$ cat src/rtl/ascii_dec_parser.sv
// Streaming ASCII decimal to binary converter: accumulates digit characters and
// emits the saturated binary value, overflow flag and digit count on a delimiter.
module ascii_dec_parser #(
   parameter int WIDTH = 8,
   parameter int CNT_W = 4
) (
   input  logic             clock,
   input  logic             reset_n,
   input  logic [7:0]       char_in,
   input  logic             char_valid,
   output logic             char_ready,
   output logic [WIDTH-1:0] value,
   output logic             value_valid,
   input  logic             value_ready,
   output logic             overflow,
   output logic [CNT_W-1:0] digit_count
);

   localparam int EXT_W = WIDTH + 4;
   localparam logic [EXT_W-1:0] MAX_EXT = {4'b0000, {WIDTH{1'b1}}};
   localparam logic [CNT_W-1:0] CNT_MAX = '1;
   localparam logic [CNT_W-1:0] CNT_ONE = CNT_W'(1);

   typedef enum logic [1:0] {
      IDLE  = 2'd0,
      ACCUM = 2'd1,
      DONE  = 2'd2
   } state_t;

   state_t           state_reg;
   logic [WIDTH-1:0] acc_reg;
   logic             ovf_reg;
   logic [CNT_W-1:0] cnt_reg;
   logic             char_ready_reg;
   logic             value_valid_reg;
   logic [WIDTH-1:0] value_reg;
   logic             overflow_reg;
   logic [CNT_W-1:0] digit_count_reg;

   logic             is_digit;
   logic [3:0]       digit;
   logic             accept;
   logic [EXT_W-1:0] acc_ext;
   logic [EXT_W-1:0] digit_ext;
   logic [EXT_W-1:0] sum_next;
   logic             first_ovf_next;
   logic [WIDTH-1:0] first_acc_next;
   logic             ovf_next;
   logic [WIDTH-1:0] acc_next;
   logic [CNT_W-1:0] cnt_next;

   // The low nibble of '0'..'9' is the digit value itself.
   assign is_digit = (char_in[7:4] == 4'h3) && (char_in[3:0] <= 4'd9);
   assign digit    = char_in[3:0];
   assign accept   = char_valid && char_ready_reg;

   always_comb begin
      acc_ext   = {4'b0000, acc_reg};
      digit_ext = {{WIDTH{1'b0}}, digit};
      // acc*10 as shift-and-add; WIDTH+4 bits cannot wrap for acc*10+9.
      sum_next  = (acc_ext << 3) + (acc_ext << 1) + digit_ext;

      ovf_next = ovf_reg || (sum_next > MAX_EXT);
      acc_next = ovf_next ? {WIDTH{1'b1}} : sum_next[WIDTH-1:0];

      // Only matters for narrow WIDTH where a single digit can exceed the range.
      first_ovf_next = (digit_ext > MAX_EXT);
      first_acc_next = first_ovf_next ? {WIDTH{1'b1}} : digit_ext[WIDTH-1:0];

      cnt_next = (cnt_reg == CNT_MAX) ? cnt_reg : cnt_reg + CNT_ONE;
   end

   always_ff @(posedge clock or negedge reset_n) begin
      if (!reset_n) begin
         state_reg       <= IDLE;
         acc_reg         <= '0;
         ovf_reg         <= 1'b0;
         cnt_reg         <= '0;
         char_ready_reg  <= 1'b1;
         value_valid_reg <= 1'b0;
         value_reg       <= '0;
         overflow_reg    <= 1'b0;
         digit_count_reg <= '0;
      end else begin
         case (state_reg)
            IDLE: begin
               if (accept && is_digit) begin
                  acc_reg   <= first_acc_next;
                  ovf_reg   <= first_ovf_next;
                  cnt_reg   <= CNT_ONE;
                  state_reg <= ACCUM;
               end
            end
            ACCUM: begin
               if (accept) begin
                  if (is_digit) begin
                     acc_reg <= acc_next;
                     ovf_reg <= ovf_next;
                     cnt_reg <= cnt_next;
                  end else begin
                     value_reg       <= acc_reg;
                     overflow_reg    <= ovf_reg;
                     digit_count_reg <= cnt_reg;
                     value_valid_reg <= 1'b1;
                     char_ready_reg  <= 1'b0;
                     state_reg       <= DONE;
                  end
               end
            end
            DONE: begin
               if (value_ready) begin
                  value_valid_reg <= 1'b0;
                  char_ready_reg  <= 1'b1;
                  acc_reg         <= '0;
                  ovf_reg         <= 1'b0;
                  cnt_reg         <= '0;
                  state_reg       <= IDLE;
               end
            end
            default: begin
               value_valid_reg <= 1'b0;
               char_ready_reg  <= 1'b1;
               state_reg       <= IDLE;
            end
         endcase
      end
   end

   assign char_ready  = char_ready_reg;
   assign value_valid = value_valid_reg;
   assign value       = value_reg;
   assign overflow    = overflow_reg;
   assign digit_count = digit_count_reg;

endmodule

$ cat config.mk
export PLATFORM = sky130hd
export DESIGN_NAME = ascii_dec_parser
export DESIGN_NICKNAME = d
export VERILOG_FILES = /design/src/rtl/ascii_dec_parser.sv
export SDC_FILE = /design/constraint.sdc
export NUM_CORES = 1
export LEC_CHECK = 0
export CORE_UTILIZATION = 37
export DETAILED_ROUTE_END_ITERATION = 8
export PLACE_DENSITY_LB_ADDON = 0.08
export SLEW_MARGIN = 20
export SYNTH_ARGS = -nofsm -noshare
export SYNTH_HDL_FRONTEND = slang
export SYNTH_SLANG_ARGS = --single-unit
export TNS_END_PERCENT = 20
$ cat constraint.sdc
create_clock -name clock -period 7.1 [get_ports clock]
set_clock_uncertainty 0.1 [all_clocks]
set_input_delay 1.775 -clock clock [delete_from_list [all_inputs] [get_ports clock]]
set_output_delay 1.775 -clock clock [all_outputs]
set_load 0.02 [all_outputs]
==> reports/metrics.yaml <==
floorplanning:
  dieArea_um2: 5290
  num_rows: 25
  start_util: 0.389
  fp.dieW_um: 72.7
  core_area_um2: 4750
  io_pins: 27
  fp.dieH_um: 72.7
clock_network:
  post_cts_buffers: 0
  tritoncts: "yes"
  cts_root_buffer: "clkbuf_8"
  postCtsResizedCells: 0
  htreeDepth: 2
  ctsHoldBuffers: 0
  cts.sinks: 30
  clk_pin_slew_ns: 0.07
  clkLatencyLatePin_ns: 0.29
  clock_path_buffers: 2
  numCtsBuffers: 5
worst_setup_path:
  crit_family: "adder cells"
  worstSetupPathType: "in2reg"
  start_kind: "input port"
  path_max_fanout: 7
  slowest_stage: "fa_1"
  crit_required_ns: 7.15
  path_cells: "clkdlybuf4s50_1 > fa_1 > fa_1 > a211oi_1 > o21ai_1 > mux2i_1 > o211ai_1 > o21ai_1 > nand2_1"
  crit_path_end_kind: "register"
  path_buf_inv: 1
  worst_ep_arrival_time_ns: 4.48
  slowest_delay_ns: 0.56
pwr:
  power.switching_mw: 0.304
  seqPwrFrac: 0.302
  ir_drop_mv: 0.216
  clock_power_share: 0.259
  comb_power_share: 0.439
  p_leak_nw: 1.07
  finalPower_mw: 0.842
  p_sw_frac: 0.361
  p_int_mw: 0.538
  powerDensity_nw_per_um2: 363
timing:
  setup_tns_ns: 0
  slew_headroom: 0.383
  whs_ns: 0.398
  clock.fmax_mhz: 225
  tightest_slew_ns: 0.926
  rsz0062_at_grt: "false"
  period_share: 0.625
  hold_viol: 0
  setup_viol: 0
  drv_slew: 0
  fin_crit_ns: 4.44
drt:
  routed_wl_um: 3870
  drt-wirelength-per-cell_um: 14.3
  firstDrtPassIters: 4
  vias: 1412
  drt_iter0_drc: 41
  avgViaCountPerCell: 5.21
  drc_errors: 0
  ant_nets: 0
global_route:
  grtUsageTotal: 0.173
  grt_max_degree: 31
  grt_pass1_vias: 1476
  overflow: 0
  antenna_found_initial: 0
  grt_pass1_wl_um: 6870
synth:
  yosys.area_share.simple: 0.128
  syn_inst: 173
  synth_area_leaders: "dfrtp_1 (39%), ha_1 (13%), mux2_2 (7.9%)"
  ys_warn_count: 0
  synthFlopType: "dfrtp_1"
  synth-xor-area-share: 0.0237
  synth-seq-cells: 30
  synth_edf_count: 0
  mappedNetlistArea_um2: 1850
  synth_nets: 206
  async_flop_share: 1.00
  synth_top_family_by_area: "compound AO/OA/AOI/OAI gates"
  ys_seq_area_frac: 0.406
  synth_fa_ha_area_frac: 0.150
  synth_compound_area_frac: 0.160
  synthMuxAreaShare: 0.101
  synth_top_area_frac: 0.392
  syn_avg_cell_area_um2: 10.7
  synth_area_leader_cell: "dfrtp_1"
  synth.distinct_cells: 42
cells_and_area:
  n_antenna_cell: 0
  synthToLayoutAreaGrowth_pct: 25.3
  final-seq-area_um2: 752
  num-fill-cells: 465
  layout.nets: 236
  multi_input_comb_area_um2: 1040
  drive_gt1_frac: 0.127
  fin_cells: 271
placement:
  placed_cells: 263
  io_buffer_count: 26
  place_congestion: 0.763
  dp_hpwl_um: 2840
run:
  maxCapViolCount: 0
run_status:
  status: "finished, final reports clean"
worst_hold_path:
  min_path_type: "reg2reg"
routing by layer:
metal | track usage | vias up | share of wire
li1 | - | 691 | -
met1 | 0.222 | 677 | 0.48
met2 | 0.269 | 34 | 0.46
met3 | 0.0428 | 10 | 0.041
met4 | 0.0937 | 0 | 0.026
met5 | 0 | - | 0
metrics by stage:
stage / setup slack [ns] / area (µm²) / util
after floorplan: 3.10 / 1850 / -
after global placement: 2.46 / 2180 / 0.458
after detailed placement: 2.39 / 2180 / 0.458
after CTS: 2.66 / 2320 / 0.488
after global routing: 2.51 / 2320 / 0.488
final: 2.66 / 2320 / 0.488
worst paths after layout:
kind,end,depth (start not counted),from,slack [ns]
max,acc_reg[6],9,char_in[3],2.66
max in group asynchronous,char_ready,2,reset_n,4.81
min,char_ready,2,char_ready,0.40
min in group asynchronous,acc_reg[5],2,reset_n,1.77
min reg2reg,char_ready,2,char_ready,0.40
max reg2reg,acc_reg[6],8,acc_reg[0],4.18
cell usage after synthesis, drive strengths merged (3+ instances only):
cell type	count
nand3	3
a21oi	13
mux2i	3
dfrtp	29
xnor2	3
nand2	15
a22oi	4
nor3b	3
nor2	10
buf	4
a221oi	3
nor2b	3
mux2	14
inv	8
o21ai	8
ha	19
logic make-up (layout without fill, tap and decap cells):
kind of cell / after synthesis / in the layout
AO/OA/AOI/OAI: 43 / 43
AND/OR/NAND/NOR: 45 / 45
buffers and inverters: 12 / 43
XOR/XNOR: 5 / 5
flip-flops: 30 / 30
adder cells (fa/ha/maj): 21 / 21
multiplexers: 17 / 17
tightest hold or removal path, stage by stage (launching register included):
cell and delay [ns]:
dfstp_2 0.39, inv_1 0.05, o22ai_1 0.05
power groups by stage:
| stage | sequential, mW | combinational, mW | clock, mW |
|---|---|---|---|
| floorplan | 0.276 | 0.240 | 0 |
| global placement | 0.257 | 0.363 | 0 |
| detailed placement | 0.258 | 0.370 | 0 |
| CTS | 0.255 | 0.375 | 0.221 |
| global route | 0.261 | 0.413 | 0.228 |
| finish | 0.254 | 0.370 | 0.218 |
cell usage in the layout, fill, tap and decap left out, drive strengths merged, types with 2 or more instances in the layout:
master          n
nand3           3
nand2b          2
a22oi           4
xor2            2
o211ai          2
o31ai           2
o22ai           2
nand4           2
nor2           10
nand2          15
nor3b           3
nor3            2
clkbuf          6
a21o            2
xnor2           3
a21oi          13
a221oi          3
a211oi          2
inv             8
dfrtp          29
mux2           14
mux2i           3
fa              2
nor2b           3
and2            2
ha             19
clkdlybuf4s50  26
o21ai           8
bufinv          2
layout make-up:
type / count / area share
Clock inverter: 2 / 0.0259
Sequential cell: 30 / 0.324
Multi-Input combinational cell: 131 / 0.450
Clock buffer: 6 / 0.0356
Timing Repair Buffer: 27 / 0.115
Tap cell: 67 / 0.0362
Inverter: 8 / 0.0130
Note: power is estimated with default switching activity, not from simulation.
